**src/rtl/gray_ptr_receiver.sv**
```systemverilog
// Read-side receiver for a gray-coded write pointer: synchronizes, decodes to binary,
// checks single-bit movement, and derives occupancy, empty/full and sticky error flags.
module gray_ptr_receiver #(
    parameter int SIZE        = 4,
    parameter int SYNC_STAGES = 2
) (
    input  logic            clk,
    input  logic            reset,
    input  logic [SIZE-1:0] gray_in,
    input  logic [SIZE-1:0] rd_ptr_bin,
    input  logic            err_clr,
    output logic [SIZE-1:0] bin_out,
    output logic            ptr_changed,
    output logic [SIZE-1:0] count,
    output logic            empty,
    output logic            full,
    output logic            gray_err,
    output logic            ovf_err
);

    localparam logic [SIZE-1:0] HALF = {1'b1, {(SIZE-1){1'b0}}};
    localparam logic [SIZE-1:0] ONE  = {{(SIZE-1){1'b0}}, 1'b1};

    logic [SIZE-1:0] sync_q [SYNC_STAGES];
    logic [SIZE-1:0] sync_d [SYNC_STAGES];
    logic [SIZE-1:0] g_prev_q, g_prev_d;
    logic [SIZE-1:0] bin_out_q, bin_out_d;
    logic [SIZE-1:0] count_q, count_d;
    logic            ptr_changed_q, ptr_changed_d;
    logic            empty_q, empty_d;
    logic            full_q, full_d;
    logic            gray_err_q, gray_err_d;
    logic            ovf_err_q, ovf_err_d;

    logic [SIZE-1:0] g;
    logic [SIZE-1:0] g_diff;
    logic [SIZE-1:0] b;

    always_comb begin
        // NOTE: every signal written here gets a value on every path first, so no latch is inferred.
        g        = sync_q[SYNC_STAGES-1];
        g_diff   = g ^ g_prev_q;
        b        = '0;
        sync_d[0] = gray_in;
        for (int k = 1; k < SYNC_STAGES; k++) begin
            sync_d[k] = sync_q[k-1];
        end

        // Each binary bit is the XOR of all gray bits at or above it.
        for (int i = 0; i < SIZE; i++) begin
            b[i] = ^(g >> i);
        end

        g_prev_d      = g;
        bin_out_d     = b;
        ptr_changed_d = (b != bin_out_q);
        count_d       = b - rd_ptr_bin;
        empty_d       = (count_d == '0);
        full_d        = (count_d == HALF);

        // More than one bit set in the gray delta means the far side skipped a code.
        gray_err_d = ((g_diff & (g_diff - ONE)) != '0) | (gray_err_q & ~err_clr);
        ovf_err_d  = (count_d > HALF) | (ovf_err_q & ~err_clr);
    end

    always_ff @(posedge clk) begin
        // NOTE: state is updated with non-blocking assignments so every flop samples pre-edge values.
        if (reset) begin
            // NOTE: the synchronizer stages are reset too, so in-flight samples from before reset are discarded.
            for (int k = 0; k < SYNC_STAGES; k++) begin
                sync_q[k] <= '0;
            end
            g_prev_q      <= '0;
            bin_out_q     <= '0;
            ptr_changed_q <= 1'b0;
            count_q       <= '0;
            empty_q       <= 1'b1;
            full_q        <= 1'b0;
            gray_err_q    <= 1'b0;
            ovf_err_q     <= 1'b0;
        end else begin
            for (int k = 0; k < SYNC_STAGES; k++) begin
                sync_q[k] <= sync_d[k];
            end
            g_prev_q      <= g_prev_d;
            bin_out_q     <= bin_out_d;
            ptr_changed_q <= ptr_changed_d;
            count_q       <= count_d;
            empty_q       <= empty_d;
            full_q        <= full_d;
            gray_err_q    <= gray_err_d;
            ovf_err_q     <= ovf_err_d;
        end
    end

    assign bin_out     = bin_out_q;
    assign ptr_changed = ptr_changed_q;
    assign count       = count_q;
    assign empty       = empty_q;
    assign full        = full_q;
    assign gray_err    = gray_err_q;
    assign ovf_err     = ovf_err_q;

endmodule

```
**config.mk**
```make
export PLATFORM = sky130hd
export DESIGN_NAME = gray_ptr_receiver
export DESIGN_NICKNAME = d
export VERILOG_FILES = /design/src/rtl/gray_ptr_receiver.sv
export SDC_FILE = /design/constraint.sdc
export NUM_CORES = 1
export LEC_CHECK = 0
export BUFFER_PORTS_ARGS = -buffer_cell sky130_fd_sc_hd__buf_2
export CAP_MARGIN = 15
export CORE_ASPECT_RATIO = 0.9
export CORE_MARGIN = 5
export CORE_UTILIZATION = 46
export CTS_CLUSTER_DIAMETER = 60
export DETAILED_ROUTE_END_ITERATION = 12
export PLACE_DENSITY_LB_ADDON = 0.2
export SYNTH_ARGS = -nofsm -noshare
export SYNTH_HDL_FRONTEND = slang
export SYNTH_SLANG_ARGS = --single-unit
```
**constraint.sdc**
```tcl
create_clock -name clk -period 2.7 [get_ports clk]
set_input_delay 0.54 -clock clk [delete_from_list [all_inputs] [get_ports clk]]
set_output_delay 0.54 -clock clk [all_outputs]
set_load 0.02 [all_outputs]
```
==> out/qor.txt <==
outcome: complete, no violations
Hold WC Path Type: input port to flip-flop
Hold-fix buffers, CTS: 0
most frequent cells in the layout: dfxtp_1, buf_2, nor2b_1
CTS Buffer Depth: 2
clock network fraction of total power: 0.248
Die W: 57.5 um
WP data required: 2890 ps
Detailed Routing Iterations Pass 1: 4
vias: 629
n_diodes: 0
Reg clk slew, reported paths: 120 ps
Logic pwr share: 0.203
Crit Path Max Fanout: 6
CP cell instances: xor2_2 > xnor2_2 > xor2_2 > ha_1 > fa_1 > xor2_1 > nand3_1 > nand3_1 > a21oi_1
Starting Density: 0.483
routed len/inst: 10.9 um
fmax: 417 MHz
Area Overhead vs Synth: 17.4%
total gr overflow: 0
Post-CTS Setup Bufs: 0
input/output buffers: 23
die area: 3030 um^2
Worst Hold Endpoint: sync_q[0][2]$_SDFF_PP0_
Core Region: 1930 um^2
Seq pwr share: 0.549
startpoint type of the worst setup path: flip-flop
routability congestion estimate: 0.787
commonest non-fill, non-tap cell in the layout: dfxtp_1
largest net degree at the start of global routing: 25
worst slew pin tran: 400 ps
first-pass GRT wire length: 2620 um
slowest cell on the critical path: dfxtp_1
crit-path max cell delay: 520 ps
htree depth: 1
peak supply drop: 0.458 mV
Avg Cell Area, Syn: 10.4 um^2
Mapped Nets: 105
P_leak: 0.514 nW
setup tns final: 0 ps
worst r2r src: sync_q[0][7]$_SDFF_PP0_
met1 WL: 656 um
Final min period: 2400 ps
switching share of total power: 0.270
switching pwr: 0.000194 W
power per cell area: 655 nW/um^2
Layout Skew: 2.17 ps
DRC Markers: 0
R2R setup slack: 300 ps
Worst slew margin: 0.733
CTS sink count: 24
unrepaired setup endpoints after global routing: no
initial antenna violation count: 0
num rows: 15
beginning of the worst hold path: gray_in[2]
clk_lat worst skew: 300 ps
Total GRT Usage: 0.115
I/O pins: 24
met2 routed WL: 743 um
Die Y: 52.8 um
Netlist cell types: 26
WL final: 1500 um
Worst Path Class, Setup: flip-flop to flip-flop
met3 wire length: 101 um
number of synthesized register bits: 24
final hold vios: 0
top sig layer: met3
Filler cells: 179
Critical Path AT: 2580 ps
CTS tree: built
endpoints failing setup: 0
hold depth: 2
Yosys warnings: 0
fraction of layout cells with a size suffix above 1: 0.265
total CTS buffers: 3
sequential share of the synthesized area: 0.514
Post-Syn Area: 935 um^2
DR iter-0 viols: 7
via/cell ratio: 4.56
CTS root buf: clkbuf_4
internal power: 0.000525 W
Crit. End Element: flip-flop
nets: 129
Synth Instances: 90
Max Cap Viol: 0
Critical R2R Capture: ovf_err$_SDFF_PP0_
R2R depth: 9
vias in the first global route: 594
post_cts resized: 0
final number of max-transition violations: 0
DP HPWL: 1180 um
total power: 0.000719 W
fin crit share: 0.888
Antenna Nets Post-Route: 0
[cell type report]
type	instances	area, um^2	share of cell area
timing repair buffer	23	115	0.105
tap	25	31.3	0.0285
multi-input combinational	59	423	0.385
inverter	3	11.3	0.0103
clock buffer	4	36.3	0.0331
sequential	24	480	0.438
[how the worst max path moves through the flow]
stage	startpoint	endpoint	slack, ps	depth (start not counted)
after floorplan	sync_q[0][7]$_SDFF_PP0_	ovf_err$_SDFF_PP0_	540	10
after global placement	sync_q[0][7]$_SDFF_PP0_	ovf_err$_SDFF_PP0_	440	9
after detailed placement	sync_q[0][7]$_SDFF_PP0_	ovf_err$_SDFF_PP0_	340	9
after CTS	sync_q[0][7]$_SDFF_PP0_	ovf_err$_SDFF_PP0_	280	9
after global routing	sync_q[0][7]$_SDFF_PP0_	ovf_err$_SDFF_PP0_	110	9
final	sync_q[0][7]$_SDFF_PP0_	ovf_err$_SDFF_PP0_	300	9
[synth_stat cells (all sizes together)]
cell type,number,area share
inv,3,0.012
a31oi,1,0.0067
nand2b,1,0.0067
nor2b,15,0.10
ha,3,0.040
nor3,1,0.0053
o21ai,1,0.0053
fa,1,0.021
a21oi,3,0.016
maj3,1,0.011
nand3,3,0.016
o21a,1,0.0080
xnor2,4,0.046
nand2,3,0.012
xor2,7,0.082
or3,1,0.0067
a41o,1,0.011
o311ai,1,0.0094
dfxtp,24,0.51
a211o,1,0.0094
nor2,10,0.040
clkbuf,2,0.0080
buf,2,0.013
[worst max-delay path: cells and delay by family, from the launching register on]
kind | cells | cell delay, ps
xor gates and xnor gates | 4 | 840
adders and majority gates | 2 | 630
DFF | 1 | 520
and+or+nand+nor | 2 | 230
AOI/OAI and AO/OA | 1 | 60
[metrics by stage]
stage | hold WS, ps | util | instances | cell area, um^2 | setup WS (ps)
floorplan | 414 | - | 90 | 935 | 536
global placement | 421 | 0.549 | 134 | 1060 | 441
detailed placement | 420 | 0.549 | 134 | 1060 | 344
CTS | 426 | 0.568 | 138 | 1100 | 285
global route | 417 | 0.568 | 138 | 1100 | 108
finish | 438 | 0.568 | 138 | 1100 | 303
[metal layers]
layer / global-route usage / vias to the layer above
met4: 0.0347 / 0
met5: 0 / -
met1: 0.123 / 282
met3: 0.0542 / 0
met2: 0.203 / 15
li1: - / 332
[state kept, by name (all words and copies together) (netlist names)]
register     cells
g_prev_q         4
ptr_changed      1
bin_out          3
ovf_err          1
full             1
sync_q           8
gray_err         1
count            4
empty            1
[kinds of logic (layout without fill, tap and decap cells)]
group                    after synthesis  count (layout)  synth area share
AO/OA/AOI/OAI                          9               9            0.0656
XOR/XNOR                              11              11             0.127
adder cells (fa/ha/maj)                5               5            0.0723
buffers and inverters                  7              30            0.0335
flip-flops                            24              24             0.514
AND/OR/NAND/NOR                       34              34             0.187
[power by group through the flow]
stage	Sequential [W]	Clock, W	Combinational, W
6_report	0.000395	0.000178	0.000146
5_1_grt	0.000399	0.000206	0.000163
4_1_cts	0.000395	0.000187	0.000148
3_5_place_dp	0.000403	0	0.000148
3_3_place_gp	0.000402	0	0.000146
2_1_floorplan	0.000429	0	0.0000781
No activity file was read; power rests on OpenSTA's default activity.
